[config.mk]
export PLATFORM = sky130hd
export DESIGN_NAME = aes_word_loader
export DESIGN_NICKNAME = d
export VERILOG_FILES = /design/src/rtl/aes_word_loader.sv
export SDC_FILE = /design/constraint.sdc
export NUM_CORES = 1
export LEC_CHECK = 0
export BUFFER_PORTS_ARGS = -buffer_cell sky130_fd_sc_hd__buf_2
export CAP_MARGIN = 15
export CORE_MARGIN = 2
export CORE_UTILIZATION = 35
export DETAILED_ROUTE_END_ITERATION = 12
export PLACE_DENSITY = 0.6
export SLEW_MARGIN = 10
export SYNTH_ARGS = -nofsm -noshare
export SYNTH_HDL_FRONTEND = slang
export SYNTH_SLANG_ARGS = --single-unit
[constraint.sdc]
create_clock -name clk -period 3.5 [get_ports clk]
set_input_delay 0.175 -clock clk [delete_from_list [all_inputs] [get_ports clk]]
set_output_delay 0.175 -clock clk [all_outputs]
set_load 0.01 [all_outputs]
[src/rtl/aes_word_loader.sv]
// Streams 32-bit key/plaintext words into the AES core's 128-bit buses, waits the
// core's fixed latency, then streams the captured ciphertext back out as four words.
module aes_word_loader #(
    parameter int unsigned LATENCY = 11
) (
    input  logic         clk,
    input  logic         rst_n,
    input  logic         in_valid,
    output logic         in_ready,
    input  logic [31:0]  in_data,
    input  logic         in_is_key,
    output logic [127:0] aes_plaintext,
    output logic [127:0] aes_key,
    input  logic [127:0] aes_cipher,
    output logic         out_valid,
    input  logic         out_ready,
    output logic [31:0]  out_data,
    output logic         busy,
    output logic         err
);

    localparam int unsigned WORD_W = 32;
    localparam int unsigned BLK_W  = 128;
    localparam int unsigned LAT_W  = 8;
    localparam int unsigned IDX_W  = 2;

    typedef enum logic [1:0] {
        S_LOAD  = 2'd0,
        S_WAIT  = 2'd1,
        S_DRAIN = 2'd2
    } state_e;

    state_e              state_q, state_d;
    logic [BLK_W-1:0]    key_q, key_d;
    logic [BLK_W-1:0]    pt_q, pt_d;
    logic [BLK_W-1:0]    shift_q, shift_d;
    logic [IDX_W-1:0]    key_cnt_q, key_cnt_d;
    logic [IDX_W-1:0]    pt_cnt_q, pt_cnt_d;
    logic [IDX_W-1:0]    out_cnt_q, out_cnt_d;
    logic [LAT_W-1:0]    lat_q, lat_d;
    logic                key_ok_q, key_ok_d;
    logic                err_q, err_d;
    logic                in_ready_q, in_ready_d;
    logic                out_valid_q, out_valid_d;
    logic                busy_q, busy_d;
    logic [WORD_W-1:0]   out_data_q, out_data_d;
    logic                in_acc;

    // Next-state, datapath and registered-output logic
    always_comb begin
        state_d     = state_q;
        key_d       = key_q;
        pt_d        = pt_q;
        shift_d     = shift_q;
        key_cnt_d   = key_cnt_q;
        pt_cnt_d    = pt_cnt_q;
        out_cnt_d   = out_cnt_q;
        lat_d       = lat_q;
        key_ok_d    = key_ok_q;
        err_d       = err_q;
        out_data_d  = out_data_q;
        in_acc      = in_valid && in_ready_q;

        case (state_q)
            S_LOAD: begin
                if (in_acc) begin
                    if (in_is_key) begin
                        // A key word in the middle of a plaintext block is dropped
                        if (pt_cnt_q != IDX_W'(0)) begin
                            err_d = 1'b1;
                        end else begin
                            key_d     = {key_q[BLK_W-WORD_W-1:0], in_data};
                            key_cnt_d = key_cnt_q + IDX_W'(1);
                            if (key_cnt_q == IDX_W'(0)) key_ok_d = 1'b0;
                            if (key_cnt_q == IDX_W'(3)) key_ok_d = 1'b1;
                        end
                    end else begin
                        pt_d     = {pt_q[BLK_W-WORD_W-1:0], in_data};
                        pt_cnt_d = pt_cnt_q + IDX_W'(1);
                        if (pt_cnt_q == IDX_W'(3)) begin
                            if (key_ok_q) begin
                                state_d = S_WAIT;
                                lat_d   = LAT_W'(LATENCY - 1);
                            end else begin
                                err_d = 1'b1;
                            end
                        end
                    end
                end
            end
            S_WAIT: begin
                if (lat_q == LAT_W'(0)) begin
                    shift_d    = aes_cipher;
                    out_data_d = aes_cipher[BLK_W-1 -: WORD_W];
                    out_cnt_d  = IDX_W'(0);
                    state_d    = S_DRAIN;
                end else begin
                    lat_d = lat_q - LAT_W'(1);
                end
            end
            S_DRAIN: begin
                if (out_ready) begin
                    // Rotate so the next word sits in the top lane
                    shift_d    = {shift_q[BLK_W-WORD_W-1:0], shift_q[BLK_W-1 -: WORD_W]};
                    out_data_d = shift_q[BLK_W-WORD_W-1 -: WORD_W];
                    out_cnt_d  = out_cnt_q + IDX_W'(1);
                    if (out_cnt_q == IDX_W'(3)) begin
                        state_d  = S_LOAD;
                        pt_cnt_d = IDX_W'(0);
                    end
                end
            end
            default: begin
                state_d = S_LOAD;
            end
        endcase

        in_ready_d  = (state_d == S_LOAD);
        out_valid_d = (state_d == S_DRAIN);
        busy_d      = (state_d != S_LOAD);
    end

    always_ff @(posedge clk or negedge rst_n) begin
        if (!rst_n) begin
            state_q     <= S_LOAD;
            key_q       <= '0;
            pt_q        <= '0;
            shift_q     <= '0;
            key_cnt_q   <= '0;
            pt_cnt_q    <= '0;
            out_cnt_q   <= '0;
            lat_q       <= '0;
            key_ok_q    <= 1'b0;
            err_q       <= 1'b0;
            in_ready_q  <= 1'b0;
            out_valid_q <= 1'b0;
            busy_q      <= 1'b0;
            out_data_q  <= '0;
        end else begin
            state_q     <= state_d;
            key_q       <= key_d;
            pt_q        <= pt_d;
            shift_q     <= shift_d;
            key_cnt_q   <= key_cnt_d;
            pt_cnt_q    <= pt_cnt_d;
            out_cnt_q   <= out_cnt_d;
            lat_q       <= lat_d;
            key_ok_q    <= key_ok_d;
            err_q       <= err_d;
            in_ready_q  <= in_ready_d;
            out_valid_q <= out_valid_d;
            busy_q      <= busy_d;
            out_data_q  <= out_data_d;
        end
    end

    assign in_ready      = in_ready_q;
    assign aes_plaintext = pt_q;
    assign aes_key       = key_q;
    assign out_valid     = out_valid_q;
    assign out_data      = out_data_q;
    assign busy          = busy_q;
    assign err           = err_q;

endmodule

# == Yosys cells after proc, flatten, opt, wreduce, memory -nomap -nowiden ==
# Index checks and enable logic that the tools add are counted.
# classes
add_sub_neg,4
eq_ne,16
bitwise,2
reduce_logical,19
n_mux,34
# ops
cell,n
$mux 128,2
$pmux 128 s2,1
$mux 32,2
$pmux 32 s2,1
$mux 8,5
$mux 2,13
$ne 2x2->1 const B,9
$pmux 8 s2,1
$reduce_and 5->1,3
$reduce_bool 2->1,7
$eq 2x2->1 const B,5
$logic_not 8->1,1
$pmux 2 s2,2
$sub 8x1->8 const B,1
$add 2x1->2 const B,3
$logic_not 2->1,3
$mux 1,6
$pmux 2 s3,1
$reduce_and 3->1,2
$reduce_and 6->1,1
$reduce_and 4->1,1
$eq 2x1->1 const B,1
$ne 2x1->1 const B,1
$not 1->1,2
$logic_and 1x1->1,1
# totals
out_inout_bits,292
inputBits,165
wordCells,89
regBits,437

# == Depth between registers and ports, before layout ==
# Gate-level depths: netlist (run 1).
# depth
depth_word,6
mapped_depth,9
ltp_nobuf,6

# == Worst setup path after synthesis (run 1) ==
# Ideal clock, no wire load.
# synth_timing
path_kind,reg-to-reg
start,register lat_q[0]
end,register shift_q[67]
setup_ns,0.136
arrival_ns,1.607
period_less_slack_ns,1.743
path_slack_ns,1.757
path_stages_with_launch,10
cell_sequence,dfrtp_1 -> inv_1 -> ha_1 -> nor2b_1 -> a32oi_4 -> buf_6 -> buf_6 -> buf_6 -> nand2_1 -> o21ai_0
# synth_via
elab_chain_len,3
# synth_rtl
item,line,source
from (decl),40,"logic [LAT_W-1:0] lat_q, lat_d;"
from (signal assigned),147,lat_q <= lat_d;
$logic_not 8->1,92,if (lat_q == LAT_W'(0)) begin
$ne 2x2->1 (no line),--,
$reduce_and 3->1 (no line),--,
to (signal assigned),143,shift_q <= shift_d;
to (decl),36,"logic [BLK_W-1:0] shift_q, shift_d;"
# No other way between the ends.
# A chain may end at the register's enable or synchronous reset.

# == Worst setup path after layout (run 1) ==
# layout_timing
start,register state_q[0]
end,register pt_q[14] (netlist: aes_plaintext[14])
# layout_via
elab_chain_len,2
# layout_rtl
item,line,source
from (decl),33,"state_e state_q, state_d;"
from (signal assigned),140,state_q <= state_d;
$logic_not 2->1,64,case (state_q)
$reduce_and 3->1 (no line),--,
to (signal assigned),142,pt_q <= pt_d;
to (decl),35,"logic [BLK_W-1:0] pt_q, pt_d;"
# No other way between the ends.

==> run metrics, run 1 <==
pin count of the biggest net entering global routing=123; unique cell type count in the Yosys netlist=41; I/O Buffers=456; Placeable Area=49900 sq um; Total Wirelength=45100 microns; drt first pass iters=4; met3 Usage GRT=6.44%; Fin. Hold Viols=0; worst path cell trace=and4bb_4, nor2b_4, buf_12, mux2_2; peak supply drop=0.561 mV; Hold Path Cell Cnt=3; GPL Wtd Cong=0.828; Rel. slew slack=40.9%; Ys Warns=0; htree depth=2; Final min period=2.39 ns; Worst Hold Class=primary input to flip-flop; Vias/cell=4.58; Post-Synthesis Cells=1229; WS Path Type=flip-flop to flip-flop; Final nets=1990; R2R Path Start=state_q[0]; worst r2r dst=aes_plaintext[14]; Vias=11600; Initial Util=35.3%; Slowest-stage cell, CP=nor2b_4; Final setup viols=0; Clock Root Buffer=clkbuf_16; initial antenna violation count=0; top-area cell type share of the netlist area=57.6%; vias in the first global route=12400; GR Util met1=22.2%; DRC=0; Max-cap violations=0; Ports=457; syn avg cell area=14.3 sq um; path depth of the worst reg2reg path=4; Skew-Pair Late Insertion Delay=0.58 ns; area of the mapped netlist=17600 sq um; Storage cell area=10100 sq um; DRT antenna net count=0; total CTS buffers=45; largest cells by area after synthesis=dfrtp_1 58%, mux2_4 16%, mux2i_1 7.5%; Reg2Reg Setup Slack=1.11 ns; multi-input logic area=6550 sq um; fin. max-slew vios=0; TNS Setup=0 ns; fmax=419 MHz; status=completed; # resized after CTS=0; Post-synth EDFFs=0; TritonCTS clock tree=done; Reg clk slew, reported paths=0.06 ns; worst slew pin tran=0.886 ns; Power Density=793 nW/um^2; Crit. End Element=flip-flop; crit-path max FO=51; Async S/R FF share, synth=100%; fin crit share=68.2%; Pleak=0.0109 uW; hold path start=in_is_key; Final WS setup=1.11 ns; max incr delay on CP=0.62 ns; Die W=228 microns; GRT Max-Usage Layer=met2; worst clock skew=0.0162 ns; n_diodes=0; met2 Use GR=27.3%; grt total ovfl=0; clk buf depth=3; final HPWL from detailed placement=30600 microns; first-pass GRT wire length=71700 microns; share of cells above drive strength 1=44.2%; RSZ-0062 raised after global routing=false; DIE AREA=52100 sq um; Post-synth top flop=dfrtp_1; row count=82; Die Height=228 microns; GRT Resource Usage Total=17.2%; Synth Register Bits=405; Seq/Total Area, Yosys=57.6%; Setup WS pre-CTS=1.05 ns; DR iter-0 viols=478; total clock sinks=405; fillers=4454; Mapped Nets=1400; Critical Path Start Type=flip-flop; Worst Path Required=3.96 ns; drt wl/cell=17.9 microns; area leader, netlist=dfrtp_1; WHS Endpoint=err; Arr. time, crit path=2.85 ns; area grow syn2layout=32.0%
-- sequential cells by signal, summed over array words and instances, names as in the netlist, 2 cells and up --
register,flops
key_cnt_q,2
out_cnt_q,2
aes_key,128
shift_q,127
aes_plaintext,128
state_q,2
lat_q,8
pt_cnt_q,2
-- per-layer routing --
metal,vias to the layer above,wire length [microns]
met3,57,3890
met4,0,901
li1,5423,-
met2,381,20700
met5,-,0
met1,5692,19600
-- worst max-delay path, delay by kind of cell (launching register included) --
kind / cells / cell delay, ns
flip-flops: 1 / 0.43
buffers and inverters: 1 / 0.38
multiplexers: 1 / 0.39
AND/OR/NAND/NOR: 2 / 1.01
-- cell families (layout without fill, tap and decap cells) --
family,Yosys count,after routing,share of synthesized area [%]
buf+inv,111,732,5.29
fa+ha+maj,6,6,0.427
flops,405,405,57.6
mux,390,390,28.0
compound gates,150,150,4.53
simple gates,166,166,4.11
xor+xnor,1,1,0.0498
-- how the worst max path moves through the flow --
stage,from,endpoint,slack (ns),cells after the start
2_1_floorplan,lat_q[0],shift_q[67],1.76,9
3_3_place_gp,state_q[0],aes_plaintext[15],1.10,4
3_5_place_dp,state_q[0],aes_plaintext[13],1.05,4
4_1_cts,state_q[0],aes_plaintext[14],1.05,4
5_1_grt,state_q[0],aes_plaintext[111],0.99,4
6_report,state_q[0],aes_plaintext[14],1.11,4
-- per-stage QoR --
step                      util, %  cells  power, uW  hold WS [ns]  instance area, sq um
final                        46.6   2522      18400        0.0610                 23200
after CTS                    46.6   2522      18700        0.0350                 23200
after floorplan                 -   1229      11200        -0.121                 17600
after detailed placement     40.5   2282      13800         0.311                 20200
after global routing         46.6   2522      19400        0.0553                 23200
after global placement       40.5   2282      13700         0.311                 20200
-- final cells by class --
| type | count | area share [%] |
|---|---|---|
| Inverter | 6 | 0.0970 |
| Clock inverter | 12 | 0.523 |
| Clock buffer | 66 | 5.58 |
| Sequential cell | 405 | 43.6 |
| Tap cell | 672 | 3.62 |
| Multi-Input combinational cell | 713 | 28.2 |
| Timing Repair Buffer | 648 | 18.4 |
-- cell usage in the layout, fill, tap and decap left out, types with 2 or more instances in the layout --
cell type	n
a21oi_1	4
nand2b_1	2
clkbuf_1	13
clkinv_2	6
nand3_1	2
nor2_1	6
o21ai_1	33
clkinv_4	2
or3_1	2
nor2b_4	2
buf_12	10
mux2_4	187
buf_2	455
clkbuf_8	7
ha_1	6
dfrtp_1	405
buf_4	20
inv_1	6
mux2_2	71
o21ai_0	104
mux2i_1	132
nand2_1	139
clkbuf_16	46
dlygate4sd3_1	162
nor2b_1	2
-- cells in the mapped netlist (2+ instances only) --
| master | count |
|---|---|
| inv_1 | 6 |
| buf_6 | 24 |
| a21oi_1 | 4 |
| mux2_4 | 187 |
| o21ai_0 | 104 |
| clkbuf_1 | 12 |
| nand2_1 | 139 |
| or3_1 | 2 |
| buf_2 | 25 |
| nand3_1 | 2 |
| nor2_1 | 6 |
| buf_12 | 11 |
| buf_4 | 33 |
| nand2b_1 | 2 |
| mux2i_1 | 132 |
| mux2_2 | 71 |
| nor2b_1 | 4 |
| dfrtp_1 | 405 |
| o21ai_1 | 33 |
| ha_1 | 6 |
-- power by group --
part           total (uW)  switching, uW  leakage, uW  internal [uW]
registers            7660           1380      0.00512           6280
clock network        4570           1920     0.000695           2650
logic                6190           2630      0.00512           3560
total               18400           5940       0.0109          12500
-- repair_timing --
item	CTS	global route
buffers inserted	0	0
hold endpoints to repair	285	0
hold buffers	162	0
No activity file was read; power rests on OpenSTA's default activity.
==> run 2, diff against run 1 <==
--- a/config.mk
+++ b/config.mk
@@ -10,7 +10,7 @@
 export CORE_MARGIN = 2
 export CORE_UTILIZATION = 35
 export DETAILED_ROUTE_END_ITERATION = 12
-export PLACE_DENSITY = 0.6
+export PLACE_DENSITY = 0.62
 export SLEW_MARGIN = 10
 export SYNTH_ARGS = -nofsm -noshare
 export SYNTH_HDL_FRONTEND = slang
==> constraint.sdc (replaced) <==
create_clock -name clk -period 1.9 [get_ports clk]
set_input_delay 0.095 -clock clk [delete_from_list [all_inputs] [get_ports clk]]
set_output_delay 0.095 -clock clk [all_outputs]
set_load 0.01 [all_outputs]
==> run 2 against run 1 <==
Net effect:
- via count grew 2.4%
- wire length rose by 2.7%
- final area increased by 3.4%
- critical path type unchanged
- fmax is 29% higher
- non-clock buffer count is 49 higher
- first-iteration DRC count up 31%
- sequential power up 84%
==> run metrics, run 2 (synthesis gave the netlist of run 1 again) <==
status=completed; I/O Buffers=456; Final nets=2040; Clock Root Buffer=clkbuf_16; first-pass GRT wire length=73200 microns; crit-path max FO=24; fmax=542 MHz; Worst Path Required=2.34 ns; GRT Resource Usage Total=17.5%; DRC=0; Vias/cell=4.60; Max-cap violations=0; Die Height=228 microns; worst path cell trace=buf_4, nor4b_4, a32oi_4, buf_6, clkbuf_16, clkbuf_16, nand2_1, o21ai_0; Design Area, Final=24000 sq um; Final Total Pwr=34800 uW; area grow syn2layout=36.5%; TritonCTS clock tree=done; Pleak=0.0114 uW; multi-input logic area=6560 sq um; Vias=11800; GPL Wtd Cong=0.865; final HPWL from detailed placement=31800 microns; most common cell after layout, fill and taps aside=buf_2; Initial Util=35.3%; Placeable Area=49900 sq um; Die W=228 microns; Post-Layout Cell Count=2574; placed cells=2325; Skew-Pair Late Insertion Delay=0.58 ns; TNS Setup=0 ns; Storage cell area=10100 sq um; DRT antenna net count=0; row count=82; DIE AREA=52100 sq um; Slowest-stage cell, CP=dfrtp_1; RSZ-0062 raised after global routing=false; fin crit share=97.2%; worst slew pin tran=0.480 ns; Flop pwr share=40.4%; Setup WS pre-CTS=0.0320 ns; WS Path Type=flip-flop to flip-flop; drt wl/cell=18.0 microns; Worst Hold Class=primary input to asynchronous set/reset pin; peak supply drop=1.18 mV; Final WS setup=0.0538 ns; max incr delay on CP=0.37 ns; Crit. End Element=flip-flop; n_diodes=0; htree depth=2; internal cell power=23800 uW; Reg clk slew, reported paths=0.06 ns; Net Sw Power=11100 uW; Fin. Hold Viols=0; Final setup viols=0; share of cells above drive strength 1=46.2%; Clock power frac=26.0%; pin count of the biggest net entering global routing=63; Power Density=1450 nW/um^2; DR iter-0 viols=625; placed inst area=20700 sq um; Arr. time, crit path=2.28 ns; most frequent CP cell=clkbuf_16; Total Wirelength=46300 microns; grt total ovfl=0; worst clock skew=0.0230 ns; total CTS buffers=46; drt first pass iters=5; Ports=457; path depth of the worst reg2reg path=8; fin. max-slew vios=0; Critical Path Start Type=flip-flop; clk buf depth=3; vias in the first global route=12700; Final min period=1.85 ns; most frequent cells in the layout=455 x buf_2, 405 x dfrtp_1, 187 x mux2_4; initial antenna violation count=0; total clock sinks=405; Logic pwr share=33.6%; Sw Share=31.8%; fillers=4302; Rel. slew slack=68.0%
-- run 2: changes by cell type in the layout (fill, tap and decap cells not counted), sizes merged --
cell         delta
clkbuf          +4
clkinv          +1
dlygate4sd3     +2
inv             -1
bufinv          +1
buf            +45
-- run 2: final cells by class --
cell class / instances / share of cell area, %
Clock buffer: 68 / 5.89
Clock inverter: 13 / 0.703
Inverter: 6 / 0.0938
Multi-Input combinational cell: 713 / 27.3
Sequential cell: 405 / 42.2
Tap cell: 672 / 3.50
Timing Repair Buffer: 697 / 20.3
-- run 2: critical path, delay by kind of cell (launching register included) --
kind            cells  cell delay (ns)
buf+inv             4             0.65
simple gates        2             0.43
flops               1             0.37
compound gates      2             0.26
-- run 2: path summary, 6_finish.rpt --
kind	start	to	slack, ns
worst min-delay path	rst_n	aes_plaintext[99]	0.09
worst min register to register	err	err	0.45
worst max register to register	state_q[1]	shift_q[40]	0.05
worst max-delay path	state_q[1]	shift_q[40]	0.05
min in group clk	in_data[16]	aes_key[16]	0.30
max in group asynchronous	rst_n	shift_q[56]	1.06
-- run 2: metrics by stage --
| step | utilization (%) | hold WS, ns |
|---|---|---|
| floorplan | - | -0.201 |
| global placement | 41.5 | 0.0775 |
| detailed placement | 41.5 | 0.0773 |
| CTS | 48.0 | 0.0392 |
| global route | 48.2 | 0.0873 |
| finish | 48.2 | 0.0858 |
-- run 2: per-layer routing --
layer | GRT usage, % | share of wire (%)
met5 | 0 | 0
met2 | 28.2 | 47
met4 | 5.51 | 2.7
met1 | 22.3 | 42
met3 | 6.00 | 8.2
-- run 2: power groups by stage --
stage	Clock, uW	Combinational, uW	Sequential (uW)
2_1_floorplan	0	5780	14800
3_3_place_gp	0	11400	14100
3_5_place_dp	0	11600	14200
4_1_cts	9340	11800	14100
5_1_grt	9660	12500	14500
6_report	9060	11700	14100
-- run 2: what timing repair did --
action	4_1_cts	5_1_grt
hold buffers	164	0
setup endpoints to repair	0	115
setup buffers	0	2
endpoints found under the hold margin	601	0
gates resized for setup	0	6
